[config.mk]
export PLATFORM = sky130hd
export DESIGN_NAME = tx_fifo
export DESIGN_NICKNAME = d
export VERILOG_FILES = /design/src/rtl/tx_fifo.sv
export SDC_FILE = /design/constraint.sdc
export NUM_CORES = 1
export LEC_CHECK = 0
export CORE_ASPECT_RATIO = 0.7
export CORE_MARGIN = 2
export CORE_UTILIZATION = 60
export DETAILED_ROUTE_END_ITERATION = 8
export DONT_BUFFER_PORTS = 1
export PLACE_DENSITY = 0.76
export SLEW_MARGIN = 40
export SYNTH_ARGS = -nofsm -noshare
export SYNTH_HDL_FRONTEND = slang
export SYNTH_SLANG_ARGS = --single-unit
[constraint.sdc]
create_clock -name clk -period 4.9 [get_ports clk]
set_input_delay 0.245 -clock clk [delete_from_list [all_inputs] [get_ports clk]]
set_output_delay 0.245 -clock clk [all_outputs]
set_load 0.02 [all_outputs]
[src/rtl/tx_fifo.sv]
// Transmit byte FIFO with launch/wait sequencer for a serial transmitter.
// The controller pushes bytes into a circular buffer. A three-state FSM
// launches one byte at a time and then waits for tx_finish or a timeout.
// fifo_interrupt merges three events: low-watermark refill, done, and timeout.
//
//   state  | meaning
//   IDLE   | waiting for a queued byte and an idle transmitter
//   LAUNCH | pop head byte into tx_data, tx_start follows next cycle
//   WAIT   | byte in flight, waiting for tx_finish or timeout
module tx_fifo #(
  parameter int          DEPTH   = 8,
  parameter int          THRESH  = 2,
  parameter logic [20:0] TIMEOUT = 21'd100000
) (
  input  logic       clk,
  input  logic       rst_n,
  input  logic [7:0] ctrl_tx_data,
  input  logic       ctrl_tx_valid,
  output logic       tx_ctrl_ack,
  output logic       tx_ctrl_full,
  output logic [3:0] fifo_count,
  output logic       tx_start,
  output logic [7:0] tx_data,
  input  logic       tx_busy,
  input  logic       tx_finish,
  output logic       fifo_interrupt
);

  localparam int          PW         = (DEPTH > 1) ? $clog2(DEPTH) : 1;
  localparam logic [PW-1:0] PTR_LAST = PW'(DEPTH - 1);
  localparam logic [3:0]  DEPTH_C    = 4'(DEPTH);
  localparam logic [3:0]  REFILL_C   = 4'(THRESH + 1);

  typedef enum logic [1:0] {
    ST_IDLE   = 2'd0,
    ST_LAUNCH = 2'd1,
    ST_WAIT   = 2'd2
  } state_t;

  state_t        state_q, state_d;
  logic [PW-1:0] wr_ptr_q, wr_ptr_d;
  logic [PW-1:0] rd_ptr_q, rd_ptr_d;
  logic [3:0]    count_q, count_d;
  logic [20:0]   tmo_q, tmo_d;
  logic          tx_start_q, tx_start_d;
  logic [7:0]    tx_data_q, tx_data_d;
  logic          ack_q, ack_d;
  logic          irq_q, irq_d;
  logic [7:0]    mem_q [DEPTH];

  logic push;
  logic pop;
  logic done_evt;
  logic tmo_evt;
  logic refill_evt;

  assign tx_ctrl_full   = (count_q == DEPTH_C);
  assign fifo_count     = count_q;
  assign tx_start       = tx_start_q;
  assign tx_data        = tx_data_q;
  assign tx_ctrl_ack    = ack_q;
  assign fifo_interrupt = irq_q;

  // Full is judged on the pre-pop count, so a same-cycle pop never frees room
  assign push = ctrl_tx_valid && (count_q != DEPTH_C);

  // Sequencer next-state, pop decision and timeout counter
  always_comb begin
    state_d  = state_q;
    pop      = 1'b0;
    tmo_d    = 21'd0;
    done_evt = 1'b0;
    tmo_evt  = 1'b0;
    case (state_q)
      ST_IDLE: begin
        if ((count_q != 4'd0) && !tx_busy) state_d = ST_LAUNCH;
      end
      ST_LAUNCH: begin
        pop     = (count_q != 4'd0);
        state_d = ST_WAIT;
      end
      ST_WAIT: begin
        if (tx_finish) begin
          state_d  = ST_IDLE;
          done_evt = (count_q == 4'd0);
        end else if (21'(tmo_q + 21'd1) == TIMEOUT) begin
          state_d = ST_IDLE;
          tmo_evt = 1'b1;
        end else begin
          tmo_d = 21'(tmo_q + 21'd1);
        end
      end
      default: state_d = ST_IDLE;
    endcase
  end

  // Pointer, occupancy, output register and interrupt next values
  always_comb begin
    wr_ptr_d = wr_ptr_q;
    rd_ptr_d = rd_ptr_q;
    count_d  = count_q;
    if (push) wr_ptr_d = (wr_ptr_q == PTR_LAST) ? '0 : PW'(wr_ptr_q + 1'b1);
    if (pop)  rd_ptr_d = (rd_ptr_q == PTR_LAST) ? '0 : PW'(rd_ptr_q + 1'b1);
    case ({push, pop})
      2'b10:   count_d = 4'(count_q + 4'd1);
      2'b01:   count_d = 4'(count_q - 4'd1);
      default: count_d = count_q;
    endcase
    refill_evt = pop && !push && (count_q == REFILL_C);
    tx_start_d = pop;
    tx_data_d  = pop ? mem_q[rd_ptr_q] : tx_data_q;
    ack_d      = push;
    // Coincident events collapse into one pulse; back-to-back pulses are suppressed
    irq_d      = (refill_evt || done_evt || tmo_evt) && !irq_q;
  end

  // Control and output registers
  always_ff @(posedge clk or negedge rst_n) begin
    if (!rst_n) begin
      state_q    <= ST_IDLE;
      wr_ptr_q   <= '0;
      rd_ptr_q   <= '0;
      count_q    <= 4'd0;
      tmo_q      <= 21'd0;
      tx_start_q <= 1'b0;
      tx_data_q  <= 8'h00;
      ack_q      <= 1'b0;
      irq_q      <= 1'b0;
    end else begin
      state_q    <= state_d;
      wr_ptr_q   <= wr_ptr_d;
      rd_ptr_q   <= rd_ptr_d;
      count_q    <= count_d;
      tmo_q      <= tmo_d;
      tx_start_q <= tx_start_d;
      tx_data_q  <= tx_data_d;
      ack_q      <= ack_d;
      irq_q      <= irq_d;
    end
  end

  // Byte storage; contents need no reset
  always_ff @(posedge clk) begin
    if (push) mem_q[wr_ptr_q] <= ctrl_tx_data;
  end

endmodule

# After elaboration in Yosys (flattened, before gate mapping)
# Memories as Yosys holds them, arrays and structs flattened. A register that Yosys moved wholly into a read port is not among the register bits.
# Cells that the tools add are included.
dict set report word_totals {
  register_bits 36
  latch_bits 0
  ramBits 64
  mem_bits_ro 0
  input_bits 13
  out_inout_bits 16
  memories 1
}
dict set report op_classes {
  n_addsub 5
  mul 0
  div_mod_pow 0
  magnitude_cmp 0
  n_eq_ne 12
  shift 0
  n_mux 18
  bitwise 0
  reduce_logical 16
}
# name depth word_bits read_ports rd_clocked_by_memory_dff write_ports line
set memory_table {}
lappend memory_table {mem_q 8 8 1 1 1 49} ;# logic [7:0] mem_q [DEPTH];
# cell count
set op_table {}
lappend op_table {{21-bit 2-to-1 mux} 3}
lappend op_table {{21-bit by 1-bit adder with 21-bit output (second input constant)} 1}
lappend op_table {{21-bit by 17-bit == test with 1-bit output (second input constant)} 1}
lappend op_table {{1-bit 2-to-1 mux} 8}
lappend op_table {{4-bit one-hot mux with 2 select lines} 1}
lappend op_table {{3-bit by 1-bit adder with 3-bit output (second input constant)} 2}
lappend op_table {{3-bit == test (second input constant)} 2}
lappend op_table {{2-bit 2-to-1 mux} 3}
lappend op_table {{3-bit 2-to-1 mux} 2}
lappend op_table {{2-bit one-hot mux with 3 select lines} 1}
lappend op_table {{1-bit logical AND} 5}
lappend op_table {{4-bit by 1-bit adder with 4-bit output (second input constant)} 1}
lappend op_table {{2-bit by 1-bit == test with 1-bit output (second input constant)} 2}
lappend op_table {{2-bit == test (second input constant)} 2}
lappend op_table {{4-bit by 2-bit == test with 1-bit output (second input constant)} 1}
lappend op_table {{4-bit == test (second input constant)} 1}
lappend op_table {{1-bit zero test} 4}
lappend op_table {{4-bit zero test} 1}
lappend op_table {{4-bit != test (second input constant)} 1}
lappend op_table {{4-bit nonzero test} 1}
lappend op_table {{4-bit by 1-bit subtractor with 4-bit output (second input constant)} 1}
lappend op_table {{3-bit != test (second input constant)} 1}
lappend op_table {{2-bit zero test} 1}
lappend op_table {{1-bit logical OR} 2}
lappend op_table {{3 further kinds} 3}

# Longest topological paths before layout
# Gate-level depths: netlist of the first run.
dict set report logic_depth {
  depth_word 8
  ltp_mapped 12
  ltp_nobuf 10
}

# Least setup slack after synthesis of the first run
# No wires, ideal clock.
dict set report synth_timing {
  path_type {reg-to-reg}
  from {register count_q[0] (netlist: fifo_count[0])}
  to {register count_q[3] (netlist: fifo_count[3])}
  t_arrival_ps 2381
  required_ps 4766
  setup_slack_ps 2386
  stages_incl_launch_ff 12
  synth_period_minus_slack_ps 2514
  cell_sequence {dfrtp_1 -> clkbuf_1 -> nor4_1 -> nor2_1 -> clkbuf_1 -> ha_1 -> ha_1 -> a21o_1 -> a21oi_1 -> xnor2_1 -> nor2_1 -> xor2_1}
}
dict set report synth_between {
  elab_chain_len 4
}
# item line
set synth_rtl {}
lappend synth_rtl {{start, declared} 43} ;# logic [3:0] count_q, count_d;
lappend synth_rtl {{start signal, assigned} 133} ;# count_q <= count_d;
lappend synth_rtl {{4-bit nonzero test (*)} 79} ;# pop = (count_q != 4'd0);
lappend synth_rtl {{1-bit 2-to-1 mux (*)} 74} ;# case (state_q)
lappend synth_rtl {{named net pop} 52} ;# logic pop;
lappend synth_rtl {{2-bit by 1-bit == test with 1-bit output / 2-bit == test (equally long branches)} 104} ;# case ({push, pop})
lappend synth_rtl {{4-bit one-hot mux with 2 select lines / 2-bit nonzero test (equally long branches)} --}
# Mark *: on every way through the listed nets, which the timed path passes. The rest lies on a longest branch.
# A chain may end at the register's enable or synchronous reset.

# Final worst setup path of the first run
dict set report layout_timing {
  from {register tmo_q[0]}
  to {register tmo_q[7]}
}
dict set report layout_between {
  elab_chain_len 5
}
# item line
set layout_rtl {}
lappend layout_rtl {{start, declared} 44} ;# logic [20:0] tmo_q, tmo_d;
lappend layout_rtl {{start signal, assigned} 134} ;# tmo_q <= tmo_d;
lappend layout_rtl {{21-bit by 1-bit adder with 21-bit output (*)} {86, 90}}
lappend layout_rtl {{21-bit by 17-bit == test with 1-bit output} 86} ;# end else if (21'(tmo_q + 21'd1) == TIMEOUT) begin
lappend layout_rtl {{21-bit 2-to-1 mux (*)} 86}
lappend layout_rtl {{21-bit 2-to-1 mux (*)} 83} ;# if (tx_finish) begin
lappend layout_rtl {{21-bit 2-to-1 mux (*)} 74}
lappend layout_rtl {{named net tmo_d[7]} 44}
# Marked as above.

==> impl_metrics.ini, run 1 <==
[outcome]
status = completed

[timing]
finalSetupViolCount = 0
rsz0062_at_grt = false
tightestPinTransition_ps = 780.8
fin_setup_tns_ps = 0
slew_headroom_pct = 47.95
finalHoldViolCount = 0
fin_hold_ws_ps = 308.6
period_needed_ps = 2718
fin_skew_ps = 8.772
maxSlewViolCount = 0
min_period_over_period_pct = 55.47
max_freq_mhz = 367.9

[logic_synthesis]
yosysTopAreaCellShare_pct = 40.21
synthTopCellsByCount = edfxtp_1, dfrtp_1, nor2_1
synth_cell_type_count = 45
synth_top_cells_by_area = edfxtp_1, dfrtp_1, mux4_2
synthAdderAreaFrac_pct = 2.513
ys.flop_type = edfxtp_1
synth_xor_xnor_area_share_pct = 3.665
syn_area_per_cell_sq_um = 14.06
synth_mux_area_share_pct = 10.34
synth_compound_area_share_pct = 3.953
syn-instance-count = 340
async_flop_share_pct = 40.74
synth-simple-area-share_pct = 13.82
ys_seq_area_share_pct = 63.25
ys_warn_count = 0
syn-num-nets = 362
synth_area_sq_um = 4780
synth_top_family_by_area = simple AND/OR/NAND/NOR gates
yosysMostFrequentCell = edfxtp_1
synth_top_cell_by_area = edfxtp_1
synth_seq_cells = 108
synth_edf_count = 64

[placement]
dp_cells = 425
portBuffers = 0
routabilityCongestion = 0.9251
hpwl_mm = 5.647

[power]
ir_drop_mv = 0.5059
power_density_nw_per_um2 = 520.4
power_mw = 2.773
power.leakage_nw = 1.933

[clock_network]
clk_latency_ps = 340
clkTransAtPathRegs_ps = 70
post_cts_buffers = 0
postCtsResizedCells = 0
htree_num_levels = 3
cts_tree = built
root_buffer = clkbuf_16
clkSinkCount = 108
cts_buffers = 9
cts.path.max_buffers = 2

[finish]
nNetsFinal = 368
drive_above_1_share_pct = 13.96
syn2layout_area_growth_pct = 11.49
final_cells = 452
diodes = 0

[grt]
overflow = 0
grt_max_degree = 45
grt_pass1_wl_mm = 14.23
grt_antenna_before_repair = 0
gr-usage-all-layers_pct = 21.54
grt_pass1_vias = 2683

[floorplan]
dieArea_sq_um = 8707
fp.coreArea_sq_um = 7804
start_util_pct = 61.25
placementRows = 27
fp.dieW_um = 110.7
io_pins = 29
die_h_um = 78.68

[worst_hold_path]
worstHoldPathType = input pin to flop

[worst_setup_path]
start_kind = flop
required_ps = 5090
arrival_ps = 2900
crit_path_end_kind = flop
critical_path.max_fanout = 10
critical_path_class = flop to flop

[route]
initialDrtViolationCount = 229
antenna_left = 0
via_per_inst = 6.184
dr.pass1.iters = 4
drc = 0
wl_per_cell_um = 19.23
finalWirelength_mm = 8.693
via_count = 2795

[flow_run]
drv_cap = 0
-- sequential cells by signal, summed over array words and instances (netlist names) --
signal	cells
fifo_count	4
tx_data	8
tx_ctrl_ack	1
tmo_q	21
tx_start	1
fifo_interrupt	1
state_q	2
wr_ptr_q	3
mem_q	64
rd_ptr_q	3
-- worst paths after layout --
check                           slack, ps  depth (start not counted)                    from                        to
worst min register to register        470                          1  state_q[1]$_DFFE_PN0P_    state_q[0]$_DFFE_PN0P_
worst min-delay path                  310                          3               tx_finish  fifo_interrupt$_DFF_PN0_
worst max-delay path                 2180                          7      tmo_q[0]$_DFF_PN0_        tmo_q[7]$_DFF_PN0_
worst max register to register       2180                          7      tmo_q[0]$_DFF_PN0_        tmo_q[7]$_DFF_PN0_
max in group asynchronous            4290                          2                   rst_n       tmo_q[10]$_DFF_PN0_
min in group asynchronous             400                          2                   rst_n       tmo_q[18]$_DFF_PN0_
-- per-stage QoR --
stage	utilization, %	setup WS (ps)	cell area (sq um)
final	68.29	2182	5329
after floorplan	-	2386	4780
after global routing	68.29	2045	5329
after global placement	62.21	2206	4855
after detailed placement	62.45	2252	4873
after CTS	68.29	2247	5329
-- layer usage --
metal	wire, um	GRT usage (%)
met1	4352	32.34
met5	0	0
met4	121	6.500
met2	3706	30.55
met3	512	6.641
-- where the power goes --
| part | switching [mW] | internal [mW] |
|---|---|---|
| combinational | 0.313 | 0.320 |
| sequential | 0.235 | 1.13 |
| clock | 0.308 | 0.464 |
-- timing repair --
action | 4_1_cts | 5_1_grt
endpoints found under the setup margin | 0 | 0
endpoints found under the hold margin | 109 | 0
hold buffers | 11 | 0
-- worst max-delay path: stages, from the launching register on --
cell and delay, ps:
dfrtp_1 430, ha_1 260, and4_1 410, and4_1 350
and4b_1 230, o22ai_1 110, nor4_4 640, nor3b_1 130
-- area by class of cell --
class | instances | area, sq um
Sequential cell | 108 | 3023
Fill cell | 513 | 2475
Multi-Input combinational cell | 205 | 1664
Clock buffer | 11 | 242.7
Timing Repair Buffer | 16 | 165.2
Tap cell | 101 | 126.4
Clock inverter | 5 | 85.08
Inverter | 6 | 22.52
-- placed cells by master (no fill, tap or decap), types with 2 or more instances in the layout --
cell            n
a211oi_1        2
a21o_1          4
a21oi_1        12
and2_1          2
and3_1          3
and4_1          6
buf_4           5
bufinv_16       2
clkbuf_16       9
dfrtp_1        44
dlygate4sd3_1  10
edfxtp_1       64
ha_1            8
inv_1           6
mux2_2          3
mux2i_1        10
mux4_2         16
nand2_1        14
nand2b_1        5
nand3_1         7
nand4_1        13
nand4_2         2
nand4b_1        2
nor2_1         27
nor2_2          2
nor3_1         14
nor3b_1         4
nor4_1          4
nor4_4          2
o21ai_0         3
o21ai_1         3
or3_1           4
xnor2_1         8
xor2_1         12
-- kinds of logic (layout without fill, tap and decap cells) --
| kind of cell | count (synthesis) | count (layout) |
|---|---|---|
| multiplexers | 29 | 29 |
| flip-flops | 108 | 108 |
| adder cells (fa/ha/maj) | 9 | 9 |
| buffers and inverters | 27 | 38 |
| AND/OR/NAND/NOR | 116 | 116 |
| XOR/XNOR | 20 | 20 |
| AO/OA/AOI/OAI | 31 | 31 |
Power figures use the tool's default switching activity.
==> run 2: changes to the inputs <==
ABC_AREA = 1   (was not set)
clock period = 2.8 ns   (was 4.9 ns; I/O delays follow)
==> run 2 against run 1 <==
Compared with the run above: power rose by 76%; critical path type unchanged; worst hold slack got worse by 260 ps; count of clock-buffer cells in the layout fell by 2; register-to-register slack got worse by 2100 ps; global-route usage rose by 2.5 points; maximum frequency rose by 1.1%; final area rose by 1.9%; via count rose by 19%; clock power rose by 71%; sequential cell count did not move.
==> impl_metrics.ini, run 2 <==
[logic_synthesis]
syn-num-nets = 476
synth_cell_type_count = 38
synthTopCellsByCount = nor2_1, nand2_1, edfxtp_1
synth_area_sq_um = 4812
synth_edf_count = 64
yosysTopAreaCellShare_pct = 39.94
syn-instance-count = 454
ys.flop_type = edfxtp_1
synth_top_cell_by_area = edfxtp_1
yosysMostFrequentCell = nor2_1
ys_warn_count = 0
synth_top_cells_by_area = edfxtp_1, dfrtp_1, nor2_1
ys_seq_area_share_pct = 62.82
synth_seq_cells = 108
async_flop_share_pct = 40.74
syn_area_per_cell_sq_um = 10.60

[worst_setup_path]
required_ps = 3030
cpPeakStageDelay_ps = 490
slowest_stage = dfrtp_1
crit_chain = nor2_1 > inv_1 > nor3_1 > nor2_1 > inv_1 > ha_1 > ha_1 > nand2_1 > nor2_1 > a211oi_1 > nor2_1 > nor2_1 > nand2_1 > xor2_1
critical_path.max_fanout = 4
crit_top_cell = nor2_1
cp.depth = 14
start_kind = flop
critical_path_class = flop to flop
reg2reg_depth = 14
cp_num_buf_inv = 2
arrival_ps = 2920
critical-path-top-delay-family = simple AND/OR/NAND/NOR gates
crit_path_end_kind = flop

[grt]
grt_pass1_wl_mm = 16.14
gr-usage-all-layers_pct = 24.09
grt_pass1_vias = 3167
grt_max_degree = 45
overflow = 0
grt_antenna_before_repair = 0

[timing]
maxSlewViolCount = 0
slew_headroom_pct = 48.58
fin_skew_ps = 4.995
finalHoldViolCount = 0
min_period_over_period_pct = 96.05
period_needed_ps = 2689
rsz0062_at_grt = false
max_freq_mhz = 371.8
tightestPinTransition_ps = 768.5
finalSetupViolCount = 0
fin_setup_tns_ps = 0
fin_hold_ws_ps = 44.45

[power]
intPower_mw = 3.200
p_comb_share_pct = 25.6
p_sw_mw = 1.687
power.leakage_nw = 2.113
power_density_nw_per_um2 = 900.0
p_sw_share_pct = 34.51
ir_drop_mv = 0.7485
p_clk_share_pct = 27.1
seqPwrFrac_pct = 47.3

[clock_network]
cts_tree = built
htree_num_levels = 3
root_buffer = clkbuf_16
postCtsResizedCells = 0
clkTransAtPathRegs_ps = 70
cts_buffers = 9
cts.path.max_buffers = 2
clkSinkCount = 108
clk_latency_ps = 350

[floorplan]
fp.coreArea_sq_um = 7838
dieArea_sq_um = 8764
io_pins = 29
fp.dieW_um = 111.0
die_h_um = 78.93
start_util_pct = 61.40
placementRows = 27

[route]
wl_per_cell_um = 16.94
via_per_inst = 5.695
drc = 0
antenna_left = 0
via_count = 3320
dr.pass1.iters = 5
initialDrtViolationCount = 347
finalWirelength_mm = 9.875

[finish]
drive_above_1_share_pct = 11.41
stdcell_area_sq_um = 5430
largest_register_ff_count = 64
final_cell_mix = nor2_1, nand2_1, edfxtp_1
nNetsFinal = 499
diodes = 0
final_common_cell = nor2_1
regMostFlops = mem_q
syn2layout_area_growth_pct = 12.84

[outcome]
status = completed

[placement]
hpwl_mm = 6.398
portBuffers = 0
placed_cell_area_sq_um = 4975
routabilityCongestion = 0.8609

[worst_hold_path]
worstHoldPathType = input pin to flop
worstHoldPathCells = 3

[flow_run]
drv_cap = 0
==> run 2: cell types whose count changed after synthesis, sizes merged, moves of 9 or more <==
cell / change
o21ai: +17
mux4: -16
nand4: -12
inv: +32
nor3: -9
nand2: +68
nor2: +68
==> run 2: layout make-up <==
cell class | instances | area, sq um
fill | 578 | 2407
inverter | 39 | 146.4
clock inverter | 7 | 91.34
clock buffer | 9 | 225.2
timing repair buffer | 25 | 235.2
tap | 101 | 126.4
sequential | 108 | 3024
multi-input combinational | 294 | 1582
==> run 2: cells by family after synthesis <==
kind of cell	after synthesis	share of synthesized area, %
and+or+nand+nor	209	18.85
muxes	8	1.664
adders and majority gates	9	2.496
xor gates and xnor gates	10	1.820
DFF	108	62.82
AOI/OAI and AO/OA	58	7.931
buffers and inverters	52	4.420
==> run 2: worst paths after layout <==
kind,from,to,slack (ps)
setup / recovery,fifo_count[0]$_DFFE_PN0P_,fifo_count[3]$_DFFE_PN0P_,110
hold / removal,tx_finish,fifo_interrupt$_DFF_PN0_,40
setup reg to reg,fifo_count[0]$_DFFE_PN0P_,fifo_count[3]$_DFFE_PN0P_,110
hold reg to reg,state_q[0]$_DFFE_PN0P_,state_q[0]$_DFFE_PN0P_,460
max in group asynchronous,rst_n,rd_ptr_q[1]$_DFFE_PN0P_,2280
min in group asynchronous,rst_n,fifo_count[0]$_DFFE_PN0P_,300
==> run 2: power groups by stage <==
stage | Combinational, mW | Sequential [mW] | Clock (mW)
floorplan | 0.912 | 2.25 | 0
finish | 1.25 | 2.31 | 1.32
global route | 1.40 | 2.35 | 1.41
detailed placement | 1.19 | 2.34 | 0
global placement | 1.14 | 2.32 | 0
CTS | 1.25 | 2.31 | 1.35
==> run 2: tightest hold or removal path, delay by kind of cell <==
| kind | cells | cell delay, ps |
|---|---|---|
| AND/OR/NAND/NOR | 2 | 150 |
| AO/OA/AOI/OAI | 1 | 60 |
==> run 2: timing repair <==
item,4_1_cts,5_1_grt
buffers inserted,0,0
endpoints found under the setup margin,0,0
hold buffers,12,0
hold endpoints to repair,112,0
==> run 2: routing by layer <==
metal  vias to the layer above  global-route usage, %  share of wire (%)
met2                       105                  37.24                 45
met1                      1615                  35.11                 47
li1                       1593                      -                  -
met5                         -                      0                  0
met3                         7                  5.802                7.0
met4                         0                  6.049               0.96
==> run 2: through the flow <==
step	cells	utilization (%)	power [mW]	setup slack [ps]
floorplan	454	-	3.157	124.7
global placement	555	63.47	3.468	513.8
detailed placement	555	63.47	3.529	238.8
CTS	583	69.27	4.904	213.5
global route	583	69.28	5.155	1.010
finish	583	69.28	4.887	110.6
